===== config.mk =====
export PLATFORM = sky130hd
export DESIGN_NAME = regfile_sb
export DESIGN_NICKNAME = d
export VERILOG_FILES = /design/src/rtl/regfile_pkg.sv /design/src/rtl/regfile_scoreboard.sv /design/src/rtl/regfile_sb.sv
export SDC_FILE = /design/constraint.sdc
export NUM_CORES = 2
export LEC_CHECK = 0
export BUFFER_PORTS_ARGS = -buffer_cell sky130_fd_sc_hd__buf_2
export CORE_MARGIN = 2
export CORE_UTILIZATION = 60
export DETAILED_ROUTE_END_ITERATION = 12
export PLACE_DENSITY_LB_ADDON = 0.25
export SLEW_MARGIN = 20
export SYNTH_ARGS = -nofsm -noshare
export SYNTH_HDL_FRONTEND = slang
export SYNTH_HIERARCHICAL = 1
export SYNTH_SLANG_ARGS = --single-unit

===== constraint.sdc =====
create_clock -name clk -period 44.2 [get_ports clk]
set_input_delay 6.63 -clock clk [delete_from_list [all_inputs] [get_ports clk]]
set_output_delay 6.63 -clock clk [all_outputs]
set_load 0.05 [all_outputs]

===== src/rtl/regfile_pkg.sv =====
// Shared defaults and types for the regfile_sb register file and its busy scoreboard.
package regfile_pkg;

   localparam int unsigned XLEN_DEF     = 32;
   localparam int unsigned NREG_DEF     = 32;
   localparam int unsigned ZERO_REG_DEF = 1;
   localparam int unsigned AW_DEF       = $clog2(NREG_DEF);

   typedef logic [AW_DEF-1:0] reg_addr_t;

   // Per-cycle change applied to the busy popcount
   typedef enum logic [1:0] {
      HOLD = 2'd0,
      INC  = 2'd1,
      DEC  = 2'd2
   } cnt_delta_e;

endpackage


===== src/rtl/regfile_scoreboard.sv =====
// Per-register busy vector with a registered popcount; issue (set) wins over clear
// when both target the same register in one cycle.
module regfile_scoreboard
   import regfile_pkg::*;
#(
   parameter int unsigned NREG     = NREG_DEF,
   parameter int unsigned AW       = $clog2(NREG),
   parameter int unsigned ZERO_REG = ZERO_REG_DEF
) (
   input  logic          clk,
   input  logic          rst,
   input  logic          set_valid_i,
   input  logic [AW-1:0] set_addr_i,
   input  logic          clr_valid_i,
   input  logic [AW-1:0] clr_addr_i,
   input  logic [AW-1:0] lk1_addr_i,
   input  logic [AW-1:0] lk2_addr_i,
   output logic          busy1_o,
   output logic          busy2_o,
   output logic [AW:0]   busy_cnt_o
);

   localparam int unsigned CW = AW + 1;
   localparam bit          ZR = (ZERO_REG != 0);

   logic [NREG-1:0] busy_q, busy_d;
   logic [CW-1:0]   cnt_q, cnt_d;
   logic            set_eff, clr_eff, inc, dec;
   cnt_delta_e      delta;

   assign set_eff = set_valid_i && !(ZR && (set_addr_i == '0));
   assign clr_eff = clr_valid_i && !(ZR && (clr_addr_i == '0));

   // Next busy vector and the popcount delta it implies
   always_comb begin
      busy_d = busy_q;
      inc    = 1'b0;
      dec    = 1'b0;
      delta  = HOLD;
      cnt_d  = cnt_q;
      if (clr_eff) busy_d[clr_addr_i] = 1'b0;
      if (set_eff) busy_d[set_addr_i] = 1'b1;
      inc = set_eff && !busy_q[set_addr_i];
      dec = clr_eff && busy_q[clr_addr_i] && !(set_eff && (set_addr_i == clr_addr_i));
      if (inc && !dec)      delta = INC;
      else if (dec && !inc) delta = DEC;
      case (delta)
         INC:     cnt_d = cnt_q + CW'(1);
         DEC:     cnt_d = cnt_q - CW'(1);
         default: cnt_d = cnt_q;
      endcase
   end

   always_ff @(posedge clk or posedge rst) begin
      if (rst) begin
         busy_q <= '0;
         cnt_q  <= '0;
      end else begin
         busy_q <= busy_d;
         cnt_q  <= cnt_d;
      end
   end

   assign busy1_o    = busy_q[lk1_addr_i];
   assign busy2_o    = busy_q[lk2_addr_i];
   assign busy_cnt_o = cnt_q;

endmodule


===== src/rtl/regfile_sb.sv =====
// MIPS GPR file with two combinational read ports, one write port and a busy scoreboard.
// Define REGFILE_BYPASS_EN to forward same-cycle writeback data onto the read ports.
module regfile_sb
   import regfile_pkg::*;
#(
   parameter int unsigned XLEN     = XLEN_DEF,
   parameter int unsigned NREG     = NREG_DEF,
   parameter int unsigned AW       = $clog2(NREG),
   parameter int unsigned ZERO_REG = ZERO_REG_DEF
) (
   input  logic            clk,
   input  logic            rst,
   input  logic            we,
   input  logic [AW-1:0]   wa,
   input  logic [XLEN-1:0] wd,
   input  logic [AW-1:0]   ra1,
   input  logic [AW-1:0]   ra2,
   output logic [XLEN-1:0] rd1,
   output logic [XLEN-1:0] rd2,
   input  logic            iss_valid,
   input  logic [AW-1:0]   iss_dst,
   output logic            busy1,
   output logic            busy2,
   output logic [AW:0]     busy_cnt
);

   localparam bit ZR = (ZERO_REG != 0);

   logic [XLEN-1:0] regs_q [NREG];
   logic            wr_eff;
   logic            sb_busy1, sb_busy2;
   logic [XLEN-1:0] st_rd1, st_rd2;

   // Writes coincident with reset are dropped, as are writes to a hardwired zero register
   assign wr_eff = we && !rst && !(ZR && (wa == '0));

   always_ff @(posedge clk or posedge rst) begin
      if (rst) begin
         for (int i = 0; i < int'(NREG); i++) regs_q[i] <= '0;
      end else if (wr_eff) begin
         regs_q[wa] <= wd;
      end
   end

   regfile_scoreboard #(
      .NREG     (NREG),
      .AW       (AW),
      .ZERO_REG (ZERO_REG)
   ) u_sb (
      .clk         (clk),
      .rst         (rst),
      .set_valid_i (iss_valid),
      .set_addr_i  (iss_dst),
      .clr_valid_i (wr_eff),
      .clr_addr_i  (wa),
      .lk1_addr_i  (ra1),
      .lk2_addr_i  (ra2),
      .busy1_o     (sb_busy1),
      .busy2_o     (sb_busy2),
      .busy_cnt_o  (busy_cnt)
   );

   assign st_rd1 = (ZR && (ra1 == '0)) ? '0 : regs_q[ra1];
   assign st_rd2 = (ZR && (ra2 == '0)) ? '0 : regs_q[ra2];

`ifdef REGFILE_BYPASS_EN
   logic hit1, hit2;
   assign hit1 = wr_eff && (wa == ra1);
   assign hit2 = wr_eff && (wa == ra2);

   // Forwarded data is final this cycle, so the reader sees it as not busy
   always_comb begin
      rd1   = hit1 ? wd : st_rd1;
      rd2   = hit2 ? wd : st_rd2;
      busy1 = sb_busy1 && !hit1;
      busy2 = sb_busy2 && !hit2;
   end
`else
   always_comb begin
      rd1   = st_rd1;
      rd2   = st_rd2;
      busy1 = sb_busy1;
      busy2 = sb_busy2;
   end
`endif

endmodule


==> results.md <==
* Outcome: complete, no violations
* Sum Neg Setup Slack at 0 ns
* Type of the setup path with the least slack: in2out
* CTS tree: done
* Detailed Route Iter0 Violations at 4284
* Setup repair after global routing missed its margin: false
* Required time reported for the critical path endpoint at 37.57 ns
* Pin count of the biggest net entering global routing at 185
* Kind of end point of the critical path: output pin
* Residual overflow from global routing at 0
* Kind of launch point of the worst setup path: primary input
* Hold/Removal Path Class: reg2reg
* Worst Clk Skew at 0.0240 ns
* Power density relative to cell area at 43.0 nW/um^2
* I/O Buffers at 127
* Aggregate routed wire length at 174 mm
* Width of the chip at 313 um
* Clock insertion delay at the later pin of the skew report at 0.69 ns
* Total number of nets in the final design at 3875
* Syn Inst Count at 3934
* Detail-routed net length per standard cell at 33.6 um
* Final RePlAce weighted congestion at 0.823
* Max-cap violation count at 0
* Total core area at 94900 sq um
* Achievable clock frequency at 56.5 MHz
* Post-synth net total at 3996
* Portion of the clock cycle consumed by the worst path in the final layout at 40.0%
* Minimum clock period at 17.70 ns
* Finish-stage setup viols at 0
* Proportion of synthesized chip area in sequential cells at 46.3%
* Post-synth design cell area at 57400 sq um
* Count of yosys warnings during synthesis at 6
* Total via count in the routed design at 37900
* # rows at 113
* Worst Path Arrival at 11.07 ns
* GRT Resource Usage Total at 35.8%
* Largest fanout of any net on the critical path at 78
* Worst hold slack across all endpoints at 0.397 ns
* Effective utilization at floorplan at 60.5%
* Die area at 98100 sq um
* Main synth FF type: sky130_fd_sc_hd__dfrtp_1
* Fraction of layout cells with a size suffix above 1 at 48.7%
* Root Buffer Master: sky130_fd_sc_hd__clkbuf_16
* Total clock buffers created by CTS at 111
* Number of distinct standard cells referenced by the synthesized netlist at 55
* Count of hold buffers inserted by post-cts repair at 0
* Leak Pwr at 0.0279 uW
* Placed wire-length estimate at 97.4 mm
* First-pass GRT wire length at 259 mm
* Quantity of gates resized following cts at 0
* Final number of max-transition violations at 0
* Clock transition at the registers of the reported paths at 0.06 ns
* Number of antenna violations at the first check in global routing at 11
* Avg Synthesized Cell Area at 14.6 sq um
* Number of global-route vias before repair at 38900
* Final Util at 65.6%
* Fraction of synthesis flops using an asynchronous set or reset pin at 100%
* Count of H-tree levels built during CTS at 3
* Most frequently used cell type in the post-synthesis netlist: sky130_fd_sc_hd__dfrtp_1
* Top cells by count, synth: sky130_fd_sc_hd__dfrtp_1, sky130_fd_sc_hd__mux2_2, sky130_fd_sc_hd__mux4_2
* Top cells by area in the synthesized netlist: sky130_fd_sc_hd__dfrtp_1, sky130_fd_sc_hd__mux2_2, sky130_fd_sc_hd__mux4_2
* CTS max path bufs at 3
* Area Growth Syn to Fin at 8.51%
* # IOs at 128
* Count of flip-flops with a built-in enable after synthesis at 0
* Post-route DRC at 0
* Share of the synthesized area in the top cell type at 46.3%
* Synth Register Bits at 1062
* Slew Limit Headroom at 15.1%
* Largest area contributor in the synthesized netlist: sky130_fd_sc_hd__dfrtp_1
* Setup fix buffers added after clock tree synthesis at 0
* Routed vias/inst at 7.32
* Post-DRT Antenna Nets at 0
* Drt first pass iters at 6
* Final hold viol count at 0
* Number of sinks driven by the clock tree at 1062
* Worst vdd ir at 38.8 uV
* Die boundary height at 313 um
* Transition time of the tightest slew-check pin at 1.27 ns
[cells in the final DEF, fill, tap and decap left out, drive strengths merged, types with 15 or more instances in the layout]
master	instances
a2111oi	31
mux2i	293
o221ai	25
clkbuf	157
dfrtp	1062
buf	210
nand2	33
nor3	47
clkinv	27
nor4	15
o21ai	69
mux2	1022
nor2	26
a22oi	84
nor2b	47
a21oi	40
o22ai	46
a211oi	51
a22o	46
nand3b	16
mux4	429
[cell families after synthesis]
kind of cell	Yosys count	share of synthesized area, %
and+or+nand+nor	242	2.37
adders and majority gates	6	0.144
xor gates and xnor gates	9	0.137
buffers and inverters	448	3.82
AOI/OAI and AO/OA	423	5.20
DFF	1062	46.3
muxes	1744	42.0
[through the flow]
stage	cells	setup WS (ns)	cell area [sq um]	total power, uW
after floorplan	3934	8.75	57400	1580
after global placement	4965	26.59	58400	1690
after detailed placement	4965	26.64	58400	1710
after CTS	5167	26.64	62200	2680
after global routing	5168	26.46	62200	2770
final	5170	26.50	62300	2680
[metal layers]
metal / GRT usage, % / up-vias / share of wire (%)
met2: 54.4 / 2099 / 46
met1: 48.8 / 20200 / 39
met3: 8.85 / 538 / 9.8
met5: 0 / - / 0.050
met4: 17.2 / 12 / 5.3
li1: - / 15000 / -
[path summary, 6_finish.rpt]
kind / startpoint / to / slack (ns) / cells after the start
setup / recovery: ra1[2] / rd1[15] / 26.50 / 8
hold / removal: regs_q[1016]$_DFFE_PP0P_ / regs_q[1016]$_DFFE_PP0P_ / 0.40 / 0
setup reg to reg: u_sb/busy_q[11]$_DFF_PP0_ / u_sb/busy_cnt_o[5]$_DFFE_PP0P_ / 40.73 / 10
hold reg to reg: regs_q[1016]$_DFFE_PP0P_ / regs_q[1016]$_DFFE_PP0P_ / 0.40 / 0
max in group asynchronous: rst / regs_q[913]$_DFFE_PP0P_ / 35.05 / 5
min in group asynchronous: rst / regs_q[221]$_DFFE_PP0P_ / 6.14 / 2
[where the power goes]
part	switching (uW)	internal (uW)
Combinational	236	255
Sequential	106	1100
Clock	400	577
[flip-flops by register name (all words and copies together) (netlist names)]
| signal | flops |
|---|---|
| regs_q | 1024 |
| u_sb/busy_cnt_o | 6 |
| u_sb/busy_q | 32 |
[critical path, cell delays in order]
cell	delay (ns)
sky130_fd_sc_hd__buf_8	0.53
sky130_fd_sc_hd__buf_4	0.93
sky130_fd_sc_hd__buf_4	0.90
sky130_fd_sc_hd__mux4_2	0.35
sky130_fd_sc_hd__nor2b_1	0.13
sky130_fd_sc_hd__a211oi_1	0.07
sky130_fd_sc_hd__nor4_1	0.90
sky130_fd_sc_hd__buf_2	0.43
[area by class of cell]
cell class	count	area (sq um)
Multi-Input combinational cell	2424	28900
Fill cell	6712	32600
Clock buffer	156	3260
Sequential cell	1062	26600
Antenna cell	3	7.51
Inverter	3	18.8
Clock inverter	46	549
Tap cell	1265	1580
Timing Repair Buffer	211	1400
Note: power is estimated with default switching activity, not from simulation.
